**src/rtl/bit_position_extractor_pkg.sv**
```systemverilog
// Shared types and sizing for the set-bit position extractor.
// Holds the default word width, index width helper and FSM states.
package bit_position_extractor_pkg;

   localparam int WIDTH_DEF = 128;

   function automatic int idx_w_of(input int width);
      return $clog2(width);
   endfunction

   typedef enum logic {
      IDLE = 1'b0,
      SEND = 1'b1
   } state_e;

endpackage

```
**src/rtl/bit_position_extractor_lowest_set_bit_finder.sv**
```systemverilog
// Combinational priority encoder: position of the lowest set bit.
// pos_o is zero when no bit is set; any_o flags a non-zero vector.
module lowest_set_bit_finder
   import bit_position_extractor_pkg::*;
#(
   parameter int WIDTH = WIDTH_DEF,
   parameter int IDX_W = idx_w_of(WIDTH)
) (
   input  logic [WIDTH-1:0] vec_i,
   output logic [IDX_W-1:0] pos_o,
   output logic             any_o
);

   // Scan high to low so the lowest set bit is the last one written.
   always_comb begin
      pos_o = '0;
      for (int i = WIDTH - 1; i >= 0; i--) begin
         if (vec_i[i]) begin
            pos_o = IDX_W'(i);
         end
      end
   end

   assign any_o = |vec_i;

endmodule

```
**src/rtl/bit_position_extractor.sv**
```systemverilog
// Accepts a word and streams its set-bit positions, lowest first,
// one beat per cycle; an all-zero word yields a single empty beat.
module bit_position_extractor
   import bit_position_extractor_pkg::*;
#(
   parameter int WIDTH = WIDTH_DEF,
   parameter int IDX_W = idx_w_of(WIDTH)
) (
   input  logic             clk_i,
   input  logic             srst_i,
   input  logic [WIDTH-1:0] data_i,
   input  logic             data_val_i,
   output logic             data_ready_o,
   output logic [IDX_W-1:0] index_o,
   output logic             index_val_o,
   output logic             index_last_o,
   output logic             empty_o,
   input  logic             index_ready_i
);

   localparam logic [WIDTH-1:0] ONE = WIDTH'(1);

   state_e           state_q, state_d;
   logic [WIDTH-1:0] resid_q, resid_d;
   logic [IDX_W-1:0] index_q, index_d;
   logic             last_q, last_d;
   logic             empty_q, empty_d;
   logic             ready_q, ready_d;
   logic             val_q, val_d;

   logic [WIDTH-1:0] resid_nxt;
   logic [WIDTH-1:0] fin_in;
   logic [IDX_W-1:0] fin_pos;
   logic             fin_any;
   logic             fin_le1;

   // index_q is always the lowest set bit, so this drops exactly it.
   assign resid_nxt = resid_q & (resid_q - ONE);

   assign fin_in = (state_q == IDLE) ? data_i : resid_nxt;

   // At most one bit set: true for a one-hot word and for zero.
   assign fin_le1 = ((fin_in & (fin_in - ONE)) == '0);

   lowest_set_bit_finder #(
      .WIDTH (WIDTH),
      .IDX_W (IDX_W)
   ) u_finder (
      .vec_i (fin_in),
      .pos_o (fin_pos),
      .any_o (fin_any)
   );

   always_comb begin
      state_d = state_q;
      resid_d = resid_q;
      index_d = index_q;
      last_d  = last_q;
      empty_d = empty_q;
      ready_d = ready_q;
      val_d   = val_q;
      unique case (state_q)
         IDLE: begin
            if (data_val_i) begin
               state_d = SEND;
               resid_d = data_i;
               index_d = fin_pos;
               last_d  = fin_le1;
               empty_d = ~fin_any;
               ready_d = 1'b0;
               val_d   = 1'b1;
            end
         end
         SEND: begin
            if (index_ready_i) begin
               if (last_q) begin
                  state_d = IDLE;
                  resid_d = '0;
                  index_d = '0;
                  last_d  = 1'b0;
                  empty_d = 1'b0;
                  ready_d = 1'b1;
                  val_d   = 1'b0;
               end else begin
                  resid_d = resid_nxt;
                  index_d = fin_pos;
                  last_d  = fin_le1;
               end
            end
         end
         default: begin
            state_d = IDLE;
         end
      endcase
   end

   always_ff @(posedge clk_i) begin
      if (srst_i) begin
         state_q <= IDLE;
         resid_q <= '0;
         index_q <= '0;
         last_q  <= 1'b0;
         empty_q <= 1'b0;
         ready_q <= 1'b1;
         val_q   <= 1'b0;
      end else begin
         state_q <= state_d;
         resid_q <= resid_d;
         index_q <= index_d;
         last_q  <= last_d;
         empty_q <= empty_d;
         ready_q <= ready_d;
         val_q   <= val_d;
      end
   end

   assign data_ready_o = ready_q;
   assign index_o      = index_q;
   assign index_val_o  = val_q;
   assign index_last_o = last_q;
   assign empty_o      = empty_q;

endmodule
```
**config.mk**
```make
export PLATFORM = sky130hd
export DESIGN_NAME = bit_position_extractor
export DESIGN_NICKNAME = d
export VERILOG_FILES = /design/src/rtl/bit_position_extractor_pkg.sv /design/src/rtl/bit_position_extractor_lowest_set_bit_finder.sv /design/src/rtl/bit_position_extractor.sv
export SDC_FILE = /design/constraint.sdc
export NUM_CORES = 1
export LEC_CHECK = 0
export BUFFER_PORTS_ARGS = -buffer_cell sky130_fd_sc_hd__buf_2
export CAP_MARGIN = 10
export CORE_ASPECT_RATIO = 0.5
export CORE_MARGIN = 2
export CORE_UTILIZATION = 45
export CTS_BUF_LIST = sky130_fd_sc_hd__clkbuf_4 sky130_fd_sc_hd__clkbuf_8
export DETAILED_ROUTE_END_ITERATION = 8
export HOLD_SLACK_MARGIN = 0.03
export SYNTH_ARGS = -nofsm -noshare
export SYNTH_HDL_FRONTEND = slang
export SYNTH_SLANG_ARGS = --single-unit
```
**constraint.sdc**
```tcl
create_clock -name clk_i -period 11.7 [get_ports clk_i]
set_clock_uncertainty 0.1 [all_clocks]
set_input_delay 2.34 -clock clk_i [delete_from_list [all_inputs] [get_ports clk_i]]
set_output_delay 2.34 -clock clk_i [all_outputs]
set_load 0.05 [all_outputs]
```
* Word level (Yosys, flattened, before mapping)
Index checks and enable logic that the tools add are counted.
Storage, ports and cells: bits in registers 140, input port bits 132, word-level logic and storage cells 175
Cells by class: add/subtract/negate cells 2, equality and inequality tests 3, muxes and demuxes 155, bitwise logic cells 4, reduce and logical (&&, ||, !) cells 4
Operators by type and width (number):
- $mux 7 | 131
- $mux 128 | 4
- $and 128x128->128 | 2
- $pmux 128 s2 | 1
- $sub 128x1->128 const B | 2
- $logic_not 128->1 | 1
- $reduce_or 128->1 | 1
- $pmux 7 s2 | 1
- $mux 1 | 13
- $pmux 1 s2 | 5
- $ne 2x2->1 const B | 2
- $reduce_and 3->1 | 1
- $ne 2x1->1 const B | 1
- $not 1->1 | 2
- $reduce_and 2->1 | 1

* Logic depth before layout (Yosys ltp)
Gate-level depths: netlist of run 1.
depth in word-level cells 134, gate-level depth with buffers 19, mapped depth without buffers 13

* Modules after synthesis
Synthesis of run 1 repeated with hierarchy kept, for this count alone.
Second synthesis, totals: cells, all modules 2187, area, all modules 14333.7 sq um
Modules (own cells, without submodules):
- bit_position_extractor | instances 1, cells each 1887, area an instance 12635.9 sq um
- lowest_set_bit_finder | instances 1, cells each 300, area an instance 1697.9 sq um

* Least setup slack after synthesis of run 1
Ideal clock, no wire load.
path kind input -> register, start point input port data_i[15], end point register last_q (netlist: index_last_o), setup time 84 ps, arrival time 5850 ps, required time 11516 ps, slack 5666 ps, stages 13, buffers on the path 0, cells stage by stage nor2b_1 > nor3_1 > a21oi_2 > or4_4 > nor3_1 > nand4_2 > nor4_4 > nand2_2 > a2111o_1 > nor4b_1 > nand4_1 > or3_1 > o31ai_2
Between the ends: word-level cells in the longest chain between the ends 7, elaborated cells on any way between the ends 8, classes of those cells add/sub: 1; mux: 5; bitwise: 1; reduce/logical: 1
RTL lines:
- start: declaration | line bit_position_extractor.sv:11 | input logic [WIDTH-1:0] data_i,
- $mux 128 (*) | line bit_position_extractor.sv:40 | assign fin_in = (state_q == IDLE) ? data_i : resid_nxt;
- $sub 128x1->128 | line bit_position_extractor.sv:43 | assign fin_le1 = ((fin_in & (fin_in - ONE)) == '0);
- $and 128x128->128 (*) | line bit_position_extractor.sv:43
- $logic_not 128->1 (*) | line bit_position_extractor.sv:43
- $mux 1 | line bit_position_extractor.sv:76 | if (last_q) begin
- $mux 1 | line bit_position_extractor.sv:75 | if (index_ready_i) begin
- $pmux 1 s2 (*) | line bit_position_extractor.sv:62 | unique case (state_q)
- end signal: assignment | line bit_position_extractor.sv:110 | last_q <= last_d;
- end: declaration | line bit_position_extractor.sv:26 | logic last_q, last_d;
Mark *: on every way between the ends. The rest lies on a longest branch, timed or not. The select of a mux whose other input is x is not followed. A chain may end at the register's enable or synchronous reset.

* Final worst setup path of run 1
start point input port data_i[10], end point register last_q (netlist: index_last_o)
The elaborated chain is that of the path after synthesis.

==> metrics, run 1 <==
outcome=finished, final reports clean; crit path DAT=7.01 ns; clock tree buffer depth=2; worst r2r src=resid_q[22]; period utilization=57.0%; Die H=128 um; unrepaired setup endpoints after global routing=no; Iteration-0 DRC Markers=2,392; min cycle time layout=6.66 ns; CTS tree=done; Crit path largest cell delay=0.60 ns; XOR/XNOR share of the synthesized area=0%; Initial DRT Pass Iterations=6; Mean Syn Cell Area=6.64 um2; FMAX=0.150 GHz; post_cts resized=0; Post-synth EDFFs=0; WS Path Type=input pin to flop; Hold Startpoint=empty_o; DIE AREA=32,300 um2; Synth Area in Simple Gates=38.7%; half-perimeter wire length after placement=47,600 um; maximum vdd drop=74.2 uV; antenna violations before repair=2; yosys warns=0; hold path cells=2; Final Routed Wirelength=64,000 um; main combinational cell family by area after synthesis=simple AND/OR/NAND/NOR gates; Pins Over Slew Limit=0; CP Buf/Inv Count=1; port buffer count=142; antenna viol nets, final=0; Worst-path clk slew=0.09 ns; post-synthesis adder-cell area fraction=0.289%; type of origin of the critical path=input pin; hold-critical path endpoint=empty_o; cell area after synthesis=13,900 um2; Syn Nets=2,220; routability cong.=1.01; sequential area share after synthesis=20.2%; ys async rst share=0%; max-cap viol count=0; gr ovfl total=0; crit-path max FO=11; Worst Hold Class=flop to flop; Least-Margin Pin Slew=1.21 ns; worst-case reg-to-reg path depth=13; TNS Setup=0 ns; via count=17,600; post-synthesis cell count=2,088; Wirelength per Cell=25.2 um; Critical Path RT=12.04 ns; I/O pin count=143; fill count=3,267; starting density of the core=45.7%; Yosys cell types=90; Largest delay share family, worst path=simple AND/OR/NAND/NOR gates; first-pass GRT wire length=96,300 um; FF-to-FF setup slack=5.10 ns; CTS sink cnt=140; Hold Fails Final Rpt=0; Setup Viol. Count Final=0; CP max stage cell=nor4_4; Crit. path cell count=14; largest net degree at the start of global routing=139; Rel. slew slack=19.1%; critical path endpoint category=flop; post-synthesis mux area share=0.758%; total global routing track utilization=38.8%; DRC=0; # nets final=2,263; worst path cell trace=buf_2, nor2b_1, o41ai_1, and3_1, nand2_1, nor3_1, nand4_2, nor4_4, and3_1, o22ai_1, nor4b_1, nand4_1, or3_1, o31ai_2; clk root buf=clkbuf_8; compound-cell area share of the yosys netlist=34.9%; CTS Buf Count=17; hold bufs inserted after CTS=0; Seq cells post-synth=140; vias in the first global route=15,500; power per cell area=115 nW/um2; share of cells above drive strength 1=13.3%; crit-path most repeated cell=and3_1; FF-to-FF End=index_last_o; CTS H-tree lvls=4; setup bufs post-CTS=0; std cell rows=45; Leakage=0.00546 uW; CORE AREA=30,300 um2; Via-to-Cell Ratio=6.93; Final Util=50.3%; clock insertion delay at the later pin of the skew report=0.53 ns; area grow syn2layout=10.1%; Most used DFF post-synth=dfxtp_1; Die W=252 um
## layout make-up
| type | count | area (um2) | share of cell area, % |
|---|---|---|---|
| multi-input cells | 1769 | 10400 | 68.1 |
| flip-flops and latches | 140 | 2810 | 18.4 |
| repair buffers | 171 | 943 | 6.18 |
| well taps | 399 | 499 | 3.27 |
| clock buffers | 19 | 249 | 1.63 |
| clock inverters | 12 | 245 | 1.61 |
| inverters | 32 | 121 | 0.795 |
| diodes | 1 | 2.50 | 0.0164 |
## placed cells by master (no fill, tap or decap), drive strengths merged, types with 22 or more instances in the layout
cell type	synthesis	final
buf	29	171
nor3	90	90
nand2	233	233
nor4	90	90
nor2b	69	69
or4	36	36
dfxtp	140	140
or3	27	27
a21oi	141	141
nand4	49	49
a31oi	59	59
or2	22	22
inv	32	31
o21ai	195	195
nand3	62	62
a22oi	81	81
nor2	245	245
## routing by layer
| layer | wire length (um) | share of wire [%] | global-route usage [%] |
|---|---|---|---|
| met4 | 1820 | 2.8 | 12.0 |
| met3 | 7250 | 11 | 8.22 |
| met2 | 26100 | 41 | 56.5 |
| met5 | 0 | 0 | 0 |
| met1 | 28800 | 45 | 56.6 |
## synthesized netlist by cell type, types with 10 or more instances
cell type  number  area share (%)
nor3_1         90             3.2
a21oi_1       139             5.0
and3_1         18            0.81
and2_1         13            0.59
o2bb2ai_1      16             1.0
a21o_1         16            0.87
nand2_1       231             6.3
o311ai_0       11            0.69
buf_2          14            0.51
clkbuf_1      117             3.2
a31oi_1        59             2.7
a22oi_1        81             4.4
a41oi_1        14            0.88
o2111ai_1      10            0.63
or3_1          25             1.1
nor2b_1        69             3.1
buf_1          13            0.35
or4_1          30             1.6
or2_2          20            0.90
nor4_1         75             3.4
nand2b_1       21            0.95
nand3_1        62             2.2
nand4_1        46             2.1
and4_1         11            0.69
a21boi_0       11            0.60
o31ai_1        20             1.1
inv_1          32            0.87
a32oi_1        13            0.82
a31o_2         14            0.88
dfxtp_1       140              20
o211ai_1       16            0.87
o21ai_0       195             7.0
nor2_1        244             6.6
## metrics by stage
stage	setup slack (ns)	instance area (um2)	std cells	hold WS, ns	total power, uW
after floorplan	5.67	13900	2088	0.354	985
after global placement	4.75	14800	2511	0.363	1210
after detailed placement	4.57	14800	2511	0.370	1210
after CTS	5.10	15300	2542	0.383	1730
after global routing	4.68	15300	2542	0.404	1820
final	5.04	15300	2543	0.386	1750
## worst register-to-register path, stage by stage (launching register included)
cell     delay (ns)
dfxtp_1        0.39
nor4_2         0.49
nand4_1        0.68
or4_1          1.14
nor2_1         0.55
a21oi_1        0.25
or4_1          0.65
nor4_1         0.32
nor2_1         0.17
nor4_1         0.61
nor4b_1        0.41
nand4_1        0.15
or3_1          0.40
o31ai_2        0.20
## sequential cells by signal, indices dropped and copies added, names as in the netlist
register / count
index_val_o: 1
data_ready_o: 1
index_o: 7
index_last_o: 1
resid_q: 128
state_q: 1
empty_o: 1
## worst max-delay path by stage
stage          startpoint           end
2_1_floorplan  data_i[15]  index_last_o
3_3_place_gp   data_i[15]  index_last_o
3_5_place_dp   data_i[10]  index_last_o
4_1_cts        data_i[10]  index_last_o
5_1_grt        data_i[10]  index_last_o
6_report       data_i[10]  index_last_o
## logic make-up after synthesis
kind of cell	Yosys count
AOI/OAI and AO/OA	733
adders and majority gates	4
buffers and inverters	179
DFF	140
muxes	10
and+or+nand+nor	1022
## where the power goes
group	switching, uW	leakage, uW	internal, uW
combinational	454	0.00406	211
clock	228	0.000247	300
sequential	54.0	0.00115	506
total	736	0.00546	1020
Power figures use the tool's default switching activity.
==> run 2, diff against run 1 <==
--- a/config.mk
+++ b/config.mk
@@ -5,6 +5,7 @@
 export SDC_FILE = /design/constraint.sdc
 export NUM_CORES = 1
 export LEC_CHECK = 0
+export ABC_AREA = 1
 export BUFFER_PORTS_ARGS = -buffer_cell sky130_fd_sc_hd__buf_2
 export CAP_MARGIN = 10
 export CORE_ASPECT_RATIO = 0.5
@@ -13,6 +14,7 @@
 export CTS_BUF_LIST = sky130_fd_sc_hd__clkbuf_4 sky130_fd_sc_hd__clkbuf_8
 export DETAILED_ROUTE_END_ITERATION = 8
 export HOLD_SLACK_MARGIN = 0.03
+export PLACE_DENSITY = 0.66
 export SYNTH_ARGS = -nofsm -noshare
 export SYNTH_HDL_FRONTEND = slang
 export SYNTH_SLANG_ARGS = --single-unit
==> constraint.sdc (replaced) <==
create_clock -name clk_i -period 6.1 [get_ports clk_i]
set_clock_uncertainty 0.1 [all_clocks]
set_input_delay 1.22 -clock clk_i [delete_from_list [all_inputs] [get_ports clk_i]]
set_output_delay 1.22 -clock clk_i [all_outputs]
set_load 0.05 [all_outputs]
==> metrics, run 2 <==
half-perimeter wire length after placement=47,000 um (was 47,600 um); I/O pin count=143 (unchanged); total global routing track utilization=37.0% (was 38.8%); max-cap viol count=0 (unchanged); Final Routed Wirelength=60,200 um (was 64,000 um); CTS sink cnt=140 (unchanged); commonest cells in the netlist=nand2_1 (703), inv_1 (448), nor2_1 (400) (was nor2_1 (244), nand2_1 (231), o21ai_0 (195)); Wirelength per Cell=15.5 um (was 25.2 um); post-synthesis cell count=2,627 (was 2,088); ys async rst share=0% (unchanged); CP max stage cell=dfxtp_1 (was nor4_4); Pins Over Slew Limit=0 (unchanged); Placed Instances=3,820 (was 2,511); # nets final=3,613 (was 2,263); power per cell area=189 nW/um2 (was 115 nW/um2); DRC=0 (unchanged); Clk pwr share=22.4% (was 30.1%); via count=20,500 (was 17,600); crit path DAT=8.53 ns (was 7.01 ns); gr ovfl total=0 (unchanged); clk root buf=clkbuf_8 (unchanged); area grow syn2layout=55.3% (was 10.1%); Synth top area share=20.2% (about the same); dominant cells by area after synthesis=dfxtp_1 (20%), nand2_1 (19%), inv_1 (12%), o21ai_0 (11%), nor2_1 (11%) (was dfxtp_1 (20%), o21ai_0 (7.0%), nor2_1 (6.6%), nand2_1 (6.3%), a21oi_1 (5.0%)); final std cells w/o fill=3,893 (was 2,543); Int Pwr=2420 uW (was 1020 uW); antenna violations before repair=1 (was 2); unrepaired setup endpoints after global routing=yes (was no); Leakage=0.0108 uW (was 0.00546 uW); CTS H-tree lvls=4 (unchanged); worst-case hold slack=0.363 ns (was 0.386 ns); period utilization=134%; Rel. slew slack=14.4% (was 19.1%); Via-to-Cell Ratio=5.26 (was 6.93); fill count=2,759 (was 3,267); Syn Nets=2,759 (was 2,220); min cycle time layout=8.17 ns; ANT cells=0 (was 1); placed cell area=20,300 um2 (was 14,800 um2); Most used DFF post-synth=dfxtp_1 (unchanged); crit-path max FO=2 (was 11); Largest Register=resid_q (unchanged); Hold Fails Final Rpt=0 (unchanged); Setup Viol. Count Final=3 (was 0); maximum vdd drop=162 uV (was 74.2 uV); Final Util=71.0% (was 50.3%); final setup margin=-2.07 ns (was 5.04 ns); DIE AREA=32,300 um2 (about the same); std cell rows=45 (unchanged); Initial DRT Pass Iterations=6 (unchanged); Seq cells post-synth=140 (unchanged); vias in the first global route=19,000 (was 15,500); largest area contributor in the netlist=dfxtp_1 (unchanged); Mean Syn Cell Area=5.28 um2 (was 6.64 um2); starting density of the core=45.7% (about the same); outcome=complete, but fails checks (was finished, final reports clean); share of cells above drive strength 1=33.8% (was 13.3%); Sequential Power Share=26.1% (was 32.0%); top-count cell post-synth=nand2_1 (was nor2_1); clock insertion delay at the later pin of the skew report=0.52 ns (was 0.53 ns); sequential area share after synthesis=20.2% (about the same); antenna viol nets, final=0 (unchanged); Post-synth EDFFs=0 (unchanged); port buffer count=142 (unchanged); Largest register FFs=128 (unchanged); Critical Path RT=6.46 ns (was 12.04 ns); failing checks=setup timing; TNS Setup=-3.18 ns (was 0 ns); compound-cell area share of the yosys netlist=23.4% (was 34.9%); Worst-path clk slew=0.10 ns (was 0.09 ns); Hold Startpoint=index_val_o (was empty_o); sw frac=40.7% (was 42.0%); Least-Margin Pin Slew=1.28 ns (was 1.21 ns); Worst Hold Class=flop to flop (unchanged); yosys warns=0 (unchanged); critical path endpoint category=flop (unchanged); Die H=128 um (about the same); crit-path most repeated cell=nand2_1 (was and3_1); Synth Area in Simple Gates=40.7% (was 38.7%); hold bufs inserted after CTS=0 (unchanged); worst r2r src=resid_q[25] (was resid_q[22]); most frequent cells in the layout=buf_4 (769), nand2_1 (677), inv_1 (425) (was nor2_1 (243), nand2_1 (231), o21ai_0 (195)); CP startpoint=resid_q[25] (was data_i[10]); WS Path Type=flop to flop (was input pin to flop); CORE AREA=30,300 um2 (unchanged); type of origin of the critical path=flop (was input pin); cell area after synthesis=13,900 um2 (about the same); Iteration-0 DRC Markers=2,071 (was 2,392); P_sw=1660 uW (was 736 uW); clock tree buffer depth=2 (unchanged); Comb pwr share=51.5% (was 37.9%); first-pass GRT wire length=95,000 um (was 96,300 um); largest net degree at the start of global routing=184 (was 139); commonest non-fill, non-tap cell in the layout=buf_4 (was nor2_1); post-synthesis mux area share=0% (was 0.758%); CTS Buf Count=17 (unchanged); CTS tree=done (unchanged); main combinational cell family by area after synthesis=simple AND/OR/NAND/NOR gates (unchanged); post-synthesis adder-cell area fraction=0% (was 0.289%); routability cong.=1.01 (about the same); Yosys cell types=50 (was 90); XOR/XNOR share of the synthesized area=0% (unchanged); Die W=252 um (about the same); Crit path largest cell delay=0.34 ns (was 0.60 ns); FMAX=0.122 GHz; Final Instance Area=21,600 um2 (was 15,300 um2)
==> run 2: kinds of logic after synthesis <==
group | count (synthesis)
AND/OR/NAND/NOR | 1360
AO/OA/AOI/OAI | 576
buffers and inverters | 551
flip-flops | 140
==> run 2: final cells by class <==
| class | instances | area, um2 | share of cell area [%] |
|---|---|---|---|
| inverter | 466 | 1760 | 8.17 |
| clock inverter | 13 | 189 | 0.876 |
| clock buffer | 19 | 262 | 1.21 |
| sequential | 140 | 2810 | 13.0 |
| multi-input combinational | 1936 | 9420 | 43.7 |
| timing repair buffer | 920 | 6610 | 30.7 |
| tap | 399 | 499 | 2.32 |
==> run 2: power groups by stage <==
stage / sequential, uW / combinational, uW / clock, uW
5_1_grt: 1070 / 2300 / 947
4_1_cts: 1060 / 2000 / 911
3_5_place_dp: 1080 / 1940 / 0
6_report: 1060 / 2100 / 914
2_1_floorplan: 1090 / 949 / 0
3_3_place_gp: 1080 / 1920 / 0
==> run 2: worst max-delay path, delay by kind of cell (launching register included) <==
kind,cells,cell delay [ns]
AND/OR/NAND/NOR,128,6.99
AO/OA/AOI/OAI,3,0.37
flip-flops,1,0.34
buffers and inverters,4,0.31
==> run 2: what timing repair did <==
action / CTS / global route
setup endpoints to repair: 3 / 4
buffers inserted: 34 / 7
pin swaps: 56 / 40
hold endpoints to repair: 0 / 0
resized for setup: 100 / 87
==> run 2: final timing paths <==
path / endpoint / slack (ns) / cells past startpoint
worst max-delay path: index_o[0] / -2.07 / 135
worst min-delay path: index_val_o / 0.36 / 2
worst max register to register: index_o[0] / -2.07 / 135
worst min register to register: index_val_o / 0.36 / 2
==> run 2: per-stage QoR <==
step                total power [uW]  setup WS [ns]
finish                          4080          -2.07
global route                    4320          -3.38
CTS                             3980          -1.85
detailed placement              3020          -1.88
global placement                3000          -1.81
floorplan                       2040         -0.940
==> run 2: routing by layer <==
metal / wire length, um / vias to the layer above / GRT usage (%)
li1: - / 10200 / -
met1: 26200 / 9346 / 47.5
met2: 26800 / 812 / 61.5
met3: 5110 / 141 / 7.31
met4: 2120 / 0 / 14.2
met5: 0 / - / 0
==> run 3, diff against run 2 <==
--- a/config.mk
+++ b/config.mk
@@ -8,13 +8,15 @@
 export ABC_AREA = 1
 export BUFFER_PORTS_ARGS = -buffer_cell sky130_fd_sc_hd__buf_2
 export CAP_MARGIN = 10
+export CELL_PAD_IN_SITES_DETAIL_PLACEMENT = 0
+export CELL_PAD_IN_SITES_GLOBAL_PLACEMENT = 1
 export CORE_ASPECT_RATIO = 0.5
 export CORE_MARGIN = 2
-export CORE_UTILIZATION = 45
+export CORE_UTILIZATION = 37
 export CTS_BUF_LIST = sky130_fd_sc_hd__clkbuf_4 sky130_fd_sc_hd__clkbuf_8
 export DETAILED_ROUTE_END_ITERATION = 8
 export HOLD_SLACK_MARGIN = 0.03
-export PLACE_DENSITY = 0.66
+export PLACE_DENSITY_LB_ADDON = 0.1
 export SYNTH_ARGS = -nofsm -noshare
 export SYNTH_HDL_FRONTEND = slang
 export SYNTH_SLANG_ARGS = --single-unit
==> metrics, run 3 (same netlist as run 2, synthesis figures left out) <==
met2 wire length=28,100 um (was 26,800 um); crit path DAT=8.49 ns (was 8.53 ns); CORE AREA=37,200 um2 (was 30,300 um2); routed wire length on met3=3580 um (was 5110 um); std cell rows=50 (was 45); Iteration-0 DRC Markers=1,570 (was 2,071); FMAX=0.123 GHz (was 0.122 GHz); Worst-path clk slew=0.11 ns (was 0.10 ns); power per cell area=185 nW/um2 (was 189 nW/um2); Critical Path RT=6.47 ns (was 6.46 ns); outcome=complete, but fails checks (unchanged); via count=19,800 (was 20,500); Leakage=0.0108 uW (about the same); port buffer count=142 (unchanged); unrepaired setup endpoints after global routing=yes (unchanged); first-pass GRT wire length=96,700 um (was 95,000 um); Largest delay share family, worst path=simple AND/OR/NAND/NOR gates (unchanged); period utilization=133% (was 134%); total global routing track utilization=31.3% (was 37.0%); most frequent cells in the layout=buf_4 (786), nand2_1 (690), inv_1 (441) (was buf_4 (769), nand2_1 (677), inv_1 (425)); Worst Hold Class=flop to flop (unchanged); share of cells above drive strength 1=33.1% (was 33.8%); register area=2810 um2 (about the same); CTS sink cnt=140 (unchanged); Die W=278 um (was 252 um); highest routed layer=met4 (unchanged); I/O pin count=143 (unchanged); maximum vdd drop=145 uV (was 162 uV); min cycle time layout=8.13 ns (was 8.17 ns); Hold Fails Final Rpt=0 (unchanged); crit-path max FO=6 (was 2); clock tree buffer depth=2 (unchanged); DIE AREA=39,200 um2 (was 32,300 um2); vias in the first global route=18,300 (was 19,000); critical path endpoint category=flop (unchanged); CTS tree=done (unchanged); largest net degree at the start of global routing=138 (was 184); CTS Buf Count=17 (unchanged); final setup margin=-2.03 ns (was -2.07 ns); DRC=0 (unchanged); Initial DRT Pass Iterations=6 (unchanged); Setup Viol. Count Final=3 (unchanged); commonest non-fill, non-tap cell in the layout=buf_4 (unchanged); final std cells w/o fill=4,001 (was 3,893); Die H=141 um (was 128 um); half-perimeter wire length after placement=50,000 um (was 47,000 um); antenna violations before repair=1 (unchanged); M1 wire length=29,600 um (was 26,200 um); TNS Setup=-3.15 ns (was -3.18 ns); Placed Instances=3,953 (was 3,820); Final Routed Wirelength=62,200 um (was 60,200 um); Rel. slew slack=27.5% (was 14.4%); # nets final=3,626 (was 3,613); routability cong.=0.985 (was 1.01); Final Util=58.4% (was 71.0%); max-cap viol count=0 (unchanged); clk root buf=clkbuf_8 (unchanged); antenna viol nets, final=0 (unchanged); footprint of the multi-input gates=9430 um2 (was 9420 um2); crit-path most repeated cell=nand2_1 (unchanged); fill count=3,941 (was 2,759); FF-to-FF setup slack=-2.03 ns (was -2.07 ns); CTS H-tree lvls=4 (unchanged); Crit path largest cell delay=0.35 ns (was 0.34 ns); type of origin of the critical path=flop (unchanged); failing checks=setup timing (unchanged); clock insertion delay at the later pin of the skew report=0.52 ns (about the same); Wirelength per Cell=15.6 um (was 15.5 um); starting density of the core=37.3% (was 45.7%); CP max stage cell=dfxtp_2 (was dfxtp_1); area grow syn2layout=56.4% (was 55.3%); WS Path Type=flop to flop (unchanged); Least-Margin Pin Slew=1.09 ns (was 1.28 ns); gr ovfl total=0 (unchanged); Largest register FFs=128 (unchanged); ANT cells=0 (unchanged); Largest Register=resid_q (unchanged); Via-to-Cell Ratio=4.96 (was 5.26); Final Power=4010 uW (was 4080 uW); CP Buf/Inv Count=4 (unchanged); Pins Over Slew Limit=0 (unchanged)
run 3: cell count changes in the layout (fill, tap and decap cells not counted), sizes merged:
cell      previous run  this run
clkbuf              19        17
clkinv               6         7
inv                464       473
buf                920       933
clkinvlp             5         0
bufinv               4         1
run 3: layout make-up:
cell class / count / area share (%)
Clock inverter: 15 / 0.703
Timing Repair Buffer: 933 / 30.8
Sequential cell: 140 / 12.9
Inverter: 466 / 8.13
Clock buffer: 17 / 1.08
Multi-Input combinational cell: 1936 / 43.5
Tap cell: 494 / 2.85
run 3: what timing repair did:
item | in CTS | in global routing
setup endpoints to repair | 3 | 4
pin swaps | 8 | 62
hold buffers | 0 | 0
setup buffers | 5 | 12
gates resized for setup | 38 | 122
run 3: worst paths after layout:
path	startpoint	endpoint	cells after the start
max	resid_q[3]	index_o[0]	136
min	index_val_o	index_val_o	2
max reg2reg	resid_q[3]	index_o[0]	136
min reg2reg	index_val_o	index_val_o	2
run 3: through the flow:
step	hold slack [ns]	worst slack [ns]	cell area [um2]
after CTS	0.369	-1.98	21200
final	0.368	-2.03	21700
after floorplan	0.367	-0.940	13900
after global placement	0.350	-2.12	20700
after detailed placement	0.354	-2.14	20700
after global routing	0.396	-3.28	21700
run 3: metal layers:
| metal | track usage (%) | vias up |
|---|---|---|
| met1 | 43.4 | 9017 |
| met2 | 52.7 | 557 |
| met3 | 3.80 | 53 |
| met5 | 0 | - |
| met4 | 5.58 | 0 |
| li1 | - | 10200 |
run 3: power breakdown:
| group | leakage, uW | switching [uW] | internal (uW) |
|---|---|---|---|
| Combinational | 0.00947 | 1150 | 959 |
| Sequential | 0.00116 | 55.6 | 1010 |
| Clock | 0.000203 | 499 | 340 |
run 3: worst register-to-register path: cells and delay by family (launching register included):
family                 cells  cell delay, ns
and+or+nand+nor          129            6.98
DFF                        1            0.35
AOI/OAI and AO/OA          3            0.34
buffers and inverters      4            0.29
